### src/rtl/pmem_burst_initiator.sv
// Physical-memory burst initiator: turns whole-line read/write requests from the
// last-level cache into BURST_LEN-beat bursts qualified by pmem_resp.
module pmem_burst_initiator #(
  parameter int unsigned CACHE_LINE_WIDTH = 256,
  parameter int unsigned BURST_LEN        = 4,
  parameter int unsigned TIMEOUT          = 1024,
  localparam int unsigned BURST_WIDTH     = CACHE_LINE_WIDTH / BURST_LEN
) (
  input  logic                        clk,
  input  logic                        rst,
  input  logic                        line_read_i,
  input  logic                        line_write_i,
  input  logic [31:0]                 line_addr_i,
  input  logic [CACHE_LINE_WIDTH-1:0] line_wdata_i,
  output logic [CACHE_LINE_WIDTH-1:0] line_rdata_o,
  output logic                        line_resp_o,
  output logic                        error_o,
  output logic                        pmem_read,
  output logic                        pmem_write,
  output logic [31:0]                 pmem_address,
  output logic [BURST_WIDTH-1:0]      pmem_wdata,
  input  logic [BURST_WIDTH-1:0]      pmem_rdata,
  input  logic                        pmem_resp
);

  localparam int unsigned CNT_W = $clog2(BURST_LEN) + 1;
  localparam int unsigned TO_W  = $clog2(TIMEOUT + 1);
  localparam logic [31:0] ADDR_MASK = ~(32'(CACHE_LINE_WIDTH / 8) - 32'd1);

  typedef enum logic [1:0] {
    IDLE,
    RD_BURST,
    WR_BURST,
    DONE
  } state_t;

  state_t                      state, state_n;
  logic [CNT_W-1:0]            cnt;
  logic [TO_W-1:0]             tcnt;
  logic [CACHE_LINE_WIDTH-1:0] wline;
  logic                        last_beat;
  logic                        timed_out;
  logic                        accept;

  assign accept    = (state == IDLE) && (line_read_i || line_write_i);
  assign last_beat = pmem_resp && (cnt == CNT_W'(BURST_LEN - 1));
  assign timed_out = (tcnt == TO_W'(TIMEOUT - 1));

  always_ff @(posedge clk or negedge rst) begin
    if (!rst) state <= IDLE;
    else      state <= state_n;
  end

  always_comb begin
    state_n = state;
    unique case (state)
      IDLE: begin
        if (line_write_i)     state_n = WR_BURST;
        else if (line_read_i) state_n = RD_BURST;
      end
      RD_BURST, WR_BURST: begin
        if (last_beat || timed_out) state_n = DONE;
      end
      DONE:    state_n = IDLE;
      default: state_n = IDLE;
    endcase
  end

  always_ff @(posedge clk or negedge rst) begin
    if (!rst) begin
      cnt          <= '0;
      tcnt         <= '0;
      wline        <= '0;
      line_rdata_o <= '0;
      line_resp_o  <= 1'b0;
      error_o      <= 1'b0;
      pmem_read    <= 1'b0;
      pmem_write   <= 1'b0;
      pmem_address <= '0;
      pmem_wdata   <= '0;
    end else begin
      line_resp_o <= 1'b0;
      if (accept) begin
        pmem_address <= line_addr_i & ADDR_MASK;
        wline        <= line_wdata_i;
        pmem_wdata   <= line_wdata_i[BURST_WIDTH-1:0];
        cnt          <= '0;
        tcnt         <= '0;
        pmem_write   <= line_write_i;
        pmem_read    <= ~line_write_i;
      end
      if (state == RD_BURST || state == WR_BURST) begin
        if (pmem_resp) begin
          if (state == RD_BURST)
            line_rdata_o[BURST_WIDTH*cnt +: BURST_WIDTH] <= pmem_rdata;
          else if (!last_beat)
            // next write beat is staged so it is on the bus right after the accepting edge
            pmem_wdata <= wline[BURST_WIDTH*(32'(cnt) + 32'd1) +: BURST_WIDTH];
          cnt <= cnt + CNT_W'(1);
        end
        if (last_beat || timed_out) begin
          pmem_read   <= 1'b0;
          pmem_write  <= 1'b0;
          line_resp_o <= 1'b1;
          if (!last_beat) error_o <= 1'b1;
        end else begin
          tcnt <= tcnt + TO_W'(1);
        end
      end
    end
  end

endmodule

### config.mk
export PLATFORM = sky130hd
export DESIGN_NAME = pmem_burst_initiator
export DESIGN_NICKNAME = d
export VERILOG_FILES = /design/src/rtl/pmem_burst_initiator.sv
export SDC_FILE = /design/constraint.sdc
export NUM_CORES = 1
export LEC_CHECK = 0
export ABC_AREA = 1
export ABC_CLOCK_PERIOD_IN_PS = 5830
export BUFFER_PORTS_ARGS = -buffer_cell sky130_fd_sc_hd__buf_2
export CAP_MARGIN = 20
export CORE_AREA = 2 2 275 277
export CTS_BUF_LIST = sky130_fd_sc_hd__clkbuf_4 sky130_fd_sc_hd__clkbuf_8
export DETAILED_ROUTE_END_ITERATION = 12
export DIE_AREA = 0 0 277 279
export PLACE_DENSITY = 0.56
export SKIP_CTS_REPAIR_TIMING = 1
export SYNTH_ARGS = -nofsm -noshare
export SYNTH_HDL_FRONTEND = slang
export SYNTH_SLANG_ARGS = --single-unit
### constraint.sdc
create_clock -name clk -period 5.83 [get_ports clk]
set_input_delay 0.8745 -clock clk [delete_from_list [all_inputs] [get_ports clk]]
set_output_delay 0.8745 -clock clk [all_outputs]
set_load 0.01 [all_outputs]
==> Word-level counts from Yosys, hierarchy flattened <==
Cells that the tools add are included.
{ "totals": {"out_inout_bits": 356, "reg_bits": 623} }
{ "classes": {"n_reduce_logical": 10, "bitwise_logic": 2, "addsub": 4, "n_shift": 3, "eq_ne": 7, "n_mux": 24} }
{ "op_table": {"columns": ["operator", "n"], "rows": [
  ["$mux 64", 5],
  ["$bwmux 256", 1],
  ["$shift 64x34->256 const A", 1],
  ["$shiftx 256x11->64", 1],
  ["$shiftx 64x34->256", 1],
  ["$neg 9->34", 1],
  ["$mux 11", 3],
  ["$add 11x1->11 const B", 1],
  ["$eq 11x10->1 const B", 1],
  ["$mux 3", 3],
  ["$mux 1", 8],
  ["$mux 2", 3],
  ["$pmux 2 s3", 1],
  ["$reduce_and 3->1", 2],
  ["$add 3x1->4 const B", 1],
  ["$eq 2x2->1 const B", 2],
  ["$add 3x1->3 const B", 1],
  ["$eq 3x2->1 const B", 1],
  ["$logic_or 1x1->1", 3],
  ["$ne 3x3->1 const B", 1],
  ["$eq 2x1->1 const B", 1],
  ["$logic_and 1x1->1", 2],
  ["$logic_not 2->1", 1],
  ["$ne 2x2->1 const B", 1],
  ["3 further kinds", 4]
]} }

==> Longest topological paths before layout <==
{ "logic_depth": {"ltp_word": 7, "ltp_mapped": 11, "depth_no_buf": 9} }

==> Least setup slack after synthesis <==
OpenSTA, ideal clock, no wires.
{ "synth_path": {"kind": "register to register", "start": "reg cnt[0]", "end": "reg line_rdata_o[121]", "t_required_ns": 5.697, "arrival_time_ns": 1.955, "setup_slack_ns": 3.742, "period_less_slack_ns": 2.088, "setup_ns": 0.133, "stages_incl_launch_ff": 12, "cell_sequence": "dfrtp_1 > inv_2 > buf_1 > ha_1 > ha_1 > inv_1 > nor3_2 > nand3_1 > buf_2 > clkbuf_1 > nor2_1 > a21oi_1"} }
{ "synth_between": {"elab_chain_len": 3, "word_cells_on_any_way": 4, "cone_classes": "1 x add/sub; 2 x shift; 1 x mux"} }
{ "synth_lines": {"columns": ["element", "line_no", "rtl"], "rows": [
  ["start, declared", "38", "logic [CNT_W-1:0] cnt;"],
  ["start signal, assigned", "99", "cnt <= cnt + CNT_W'(1);"],
  ["$neg 9->34 (*)", "95", "line_rdata_o[BURST_WIDTH*cnt +: BURST_WIDTH] <= pmem_rdata;"],
  ["$shiftx 64x34->256 or $shift 64x34->256 (tied branches)", "95", null],
  ["$bwmux 256 (*)", "95", null],
  ["end signal, assigned by index", "95", null],
  ["end, declared", "15", "output logic [CACHE_LINE_WIDTH-1:0] line_rdata_o,"]
]} }
Mark *: on every way between the ends. The rest lies on a longest branch, timed or not.
A chain may end at the register's enable or synchronous reset.

==> Worst setup path in the final report <==
{ "layout_path": {"start": "reg cnt[1]", "end": "reg line_rdata_o[102]"} }
Same word-level chain as after synthesis.

==> flow_summary.yaml <==
critical_path:
  crit_chain: "inv_4, ha_1, ha_1, inv_1, nor3_2, nand3_4, buf_4, nor2_1, a21oi_1"
  cpMostUsedCell: "ha_1"
  cp.arrival_ps: 4080
  slowest_delay_ps: 790
  startpoint_type: "flop"
  critPathRequiredTime_ps: 6360
  end_kind: "flop"
  r2r_setup_slack_ps: 2270
  cp_slowest_cell: "dfrtp_4"
  worst-setup-path-type: "flop to flop"
  crit_path_max_fanout: 76
clocking:
  path_clk_slew_ps: 70
  clock_sinks: 559
  numCtsBuffers: 99
  clk_path_buf_depth: 3
  clockRootBuffer: "clkbuf_8"
  cts_tree: "built"
  clock_latency_ps: 680
  htree_levels: 3
pwr:
  seqPwrFrac: 0.401
  switchingPower_mw: 6.37
  ir_drop_mv: 0.245
  p_leak_nw: 15.9
  report.power.total_mw: 16.2
  powerDensity_mw_per_mm2: 546
  p_sw_frac: 0.394
  clkPwrFrac: 0.238
  intPower_mw: 9.79
  pwr-share-comb: 0.362
global_route:
  globalRouteOverflowTotal: 0
  grt_pass1_vias: 19685
  grt.total_usage: 0.200
  grt_pass1_wl_mm: 120
  grt_max_degree: 185
  antenna_found_initial: 39
timing:
  final.setup.tns_ps: 0
  fin_crit_ps: 3560
  fmax_ghz: 0.281
  slew-limit-headroom: 0.270
  tightestPinTransition_ps: 1100
  clock_skew_ps: 29.9
  hold_viol: 0
  post-route-period-util: 0.611
  setup_viol: 0
  drv_slew: 0
  rsz0062_at_grt: "no"
logic_synthesis:
  syn-instance-count: 2728
  synth_edf_count: 0
  ys_seq_elements: 559
  synth_common_cells: "nand2_1 (903), dfrtp_1 (559), nor2_1 (315)"
  yosysUniqueCellTypes: 29
  yosysMostFrequentCell: "nand2_1"
  async_flop_share: 1.00
  synth_area_leaders: "dfrtp_1 (60%), nand2_1 (15%), nor2_1 (5.1%)"
  yosysWarnings: 0
  ys_seq_area_frac: 0.601
  dominantRegCellSynth: "dfrtp_1"
  syn_area_mm2: 0.0233
  syn_avg_cell_area_um2: 8.53
  synth_top_cell_by_area: "dfrtp_1"
  synth.top_cell.area_share: 0.601
status:
  status: "completed"
detailed_routing:
  firstDrtPassIters: 9
  wl_mm: 78.3
  ant_nets: 0
  drc_errors: 0
  drtIter0Drc: 1395
  vias: 20213
  viasPerCell: 4.56
  wl_per_cell_um: 17.7
die:
  start_util: 0.314
  io-pin-count: 713
  fp.dieH_um: 279
  placementRows: 100
  die_w_um: 277
  dieArea_mm2: 0.0773
  coreArea_mm2: 0.0741
final_layout:
  layout-drive-gt1-share: 0.262
  area_growth_pct: 27.2
  nNetsFinal: 3746
  fin_cells: 4430
  utilization: 0.399
placement:
  dp_hpwl_mm: 53.4
  gp_congestion: 0.800
  place_inst: 4250
  numPortBuffers: 702
flow_run:
  max_cap_viol_count: 0
hold_path:
  hold_path_class: "input port to asynchronous set/reset pin"
[cell usage in the layout, fill, tap and decap left out, types with 14 or more instances in the layout]
master	count
a21oi_1	121
buf_2	701
clkbuf_4	38
clkbuf_8	119
dfrtp_1	557
diode_2	14
inv_1	203
nand2_1	903
nand3_1	70
nor2_1	315
o21ai_0	195
o21ai_1	87
o31ai_1	67
[critical path, delay by kind of cell, from the launching register on]
family / cells / cell delay, ps
AO/OA/AOI/OAI: 1 / 50
buffers and inverters: 3 / 790
AND/OR/NAND/NOR: 3 / 1170
flip-flops: 1 / 790
adder cells (fa/ha/maj): 2 / 490
[cell type report]
type / count / area, um^2
Fill cell: 7690 / 44500
Sequential cell: 559 / 14000
Multi-Input combinational cell: 1792 / 7730
Timing Repair Buffer: 721 / 3770
Clock buffer: 157 / 1920
Tap cell: 969 / 1210
Inverter: 209 / 797
Clock inverter: 9 / 135
Antenna cell: 14 / 35.0
[final timing paths]
check	from	endpoint	depth (start not counted)
max in group asynchronous	rst	line_rdata_o[91]	2
min in group clk	line_wdata_i[139]	wline[139]	3
min reg2reg	pmem_address[14]	pmem_address[14]	2
max reg2reg	cnt[1]	line_rdata_o[102]	9
max	cnt[1]	line_rdata_o[102]	9
min	rst	pmem_wdata[46]	1
[kinds of logic (layout without fill, tap and decap cells)]
family	after synthesis	after routing	share of synthesized area
and+or+nand+nor	1301	1301	0.215
DFF	559	559	0.601
AOI/OAI and AO/OA	479	479	0.111
buffers and inverters	381	1096	0.0687
adders and majority gates	7	7	0.00376
other	1	19	0.000161
[power by group through the flow]
stage	registers [mW]	logic, mW	clock network [mW]
2_1_floorplan	6.80	3.18	0
3_3_place_gp	6.48	5.89	0
3_5_place_dp	6.49	5.97	0
4_1_cts	6.47	5.97	3.97
5_1_grt	6.68	6.67	4.15
6_report	6.47	5.85	3.84
[flip-flops by register name, summed over array words and instances (netlist names)]
name,cells
cnt,3
error_o,1
line_rdata_o,256
line_resp_o,1
pmem_address,27
pmem_read,1
pmem_wdata,64
pmem_write,1
state,2
tcnt,11
wline,192
[per-stage QoR]
step	cell area [um^2]	hold slack [ps]	setup slack, ps
floorplan	23300	441	3740
CTS	29600	126	2220
global route	29600	154	1990
finish	29600	173	2270
global placement	27500	456	2310
detailed placement	27500	459	2270
[routing by layer]
layer  share of wire  up-vias  GRT usage
li1                -     9901          -
met1            0.43     9465      0.261
met2            0.46      670      0.317
met3           0.081      143     0.0614
met4           0.023       34     0.0635
met5          0.0028        -          0
(Power assumes the default switching activity.)
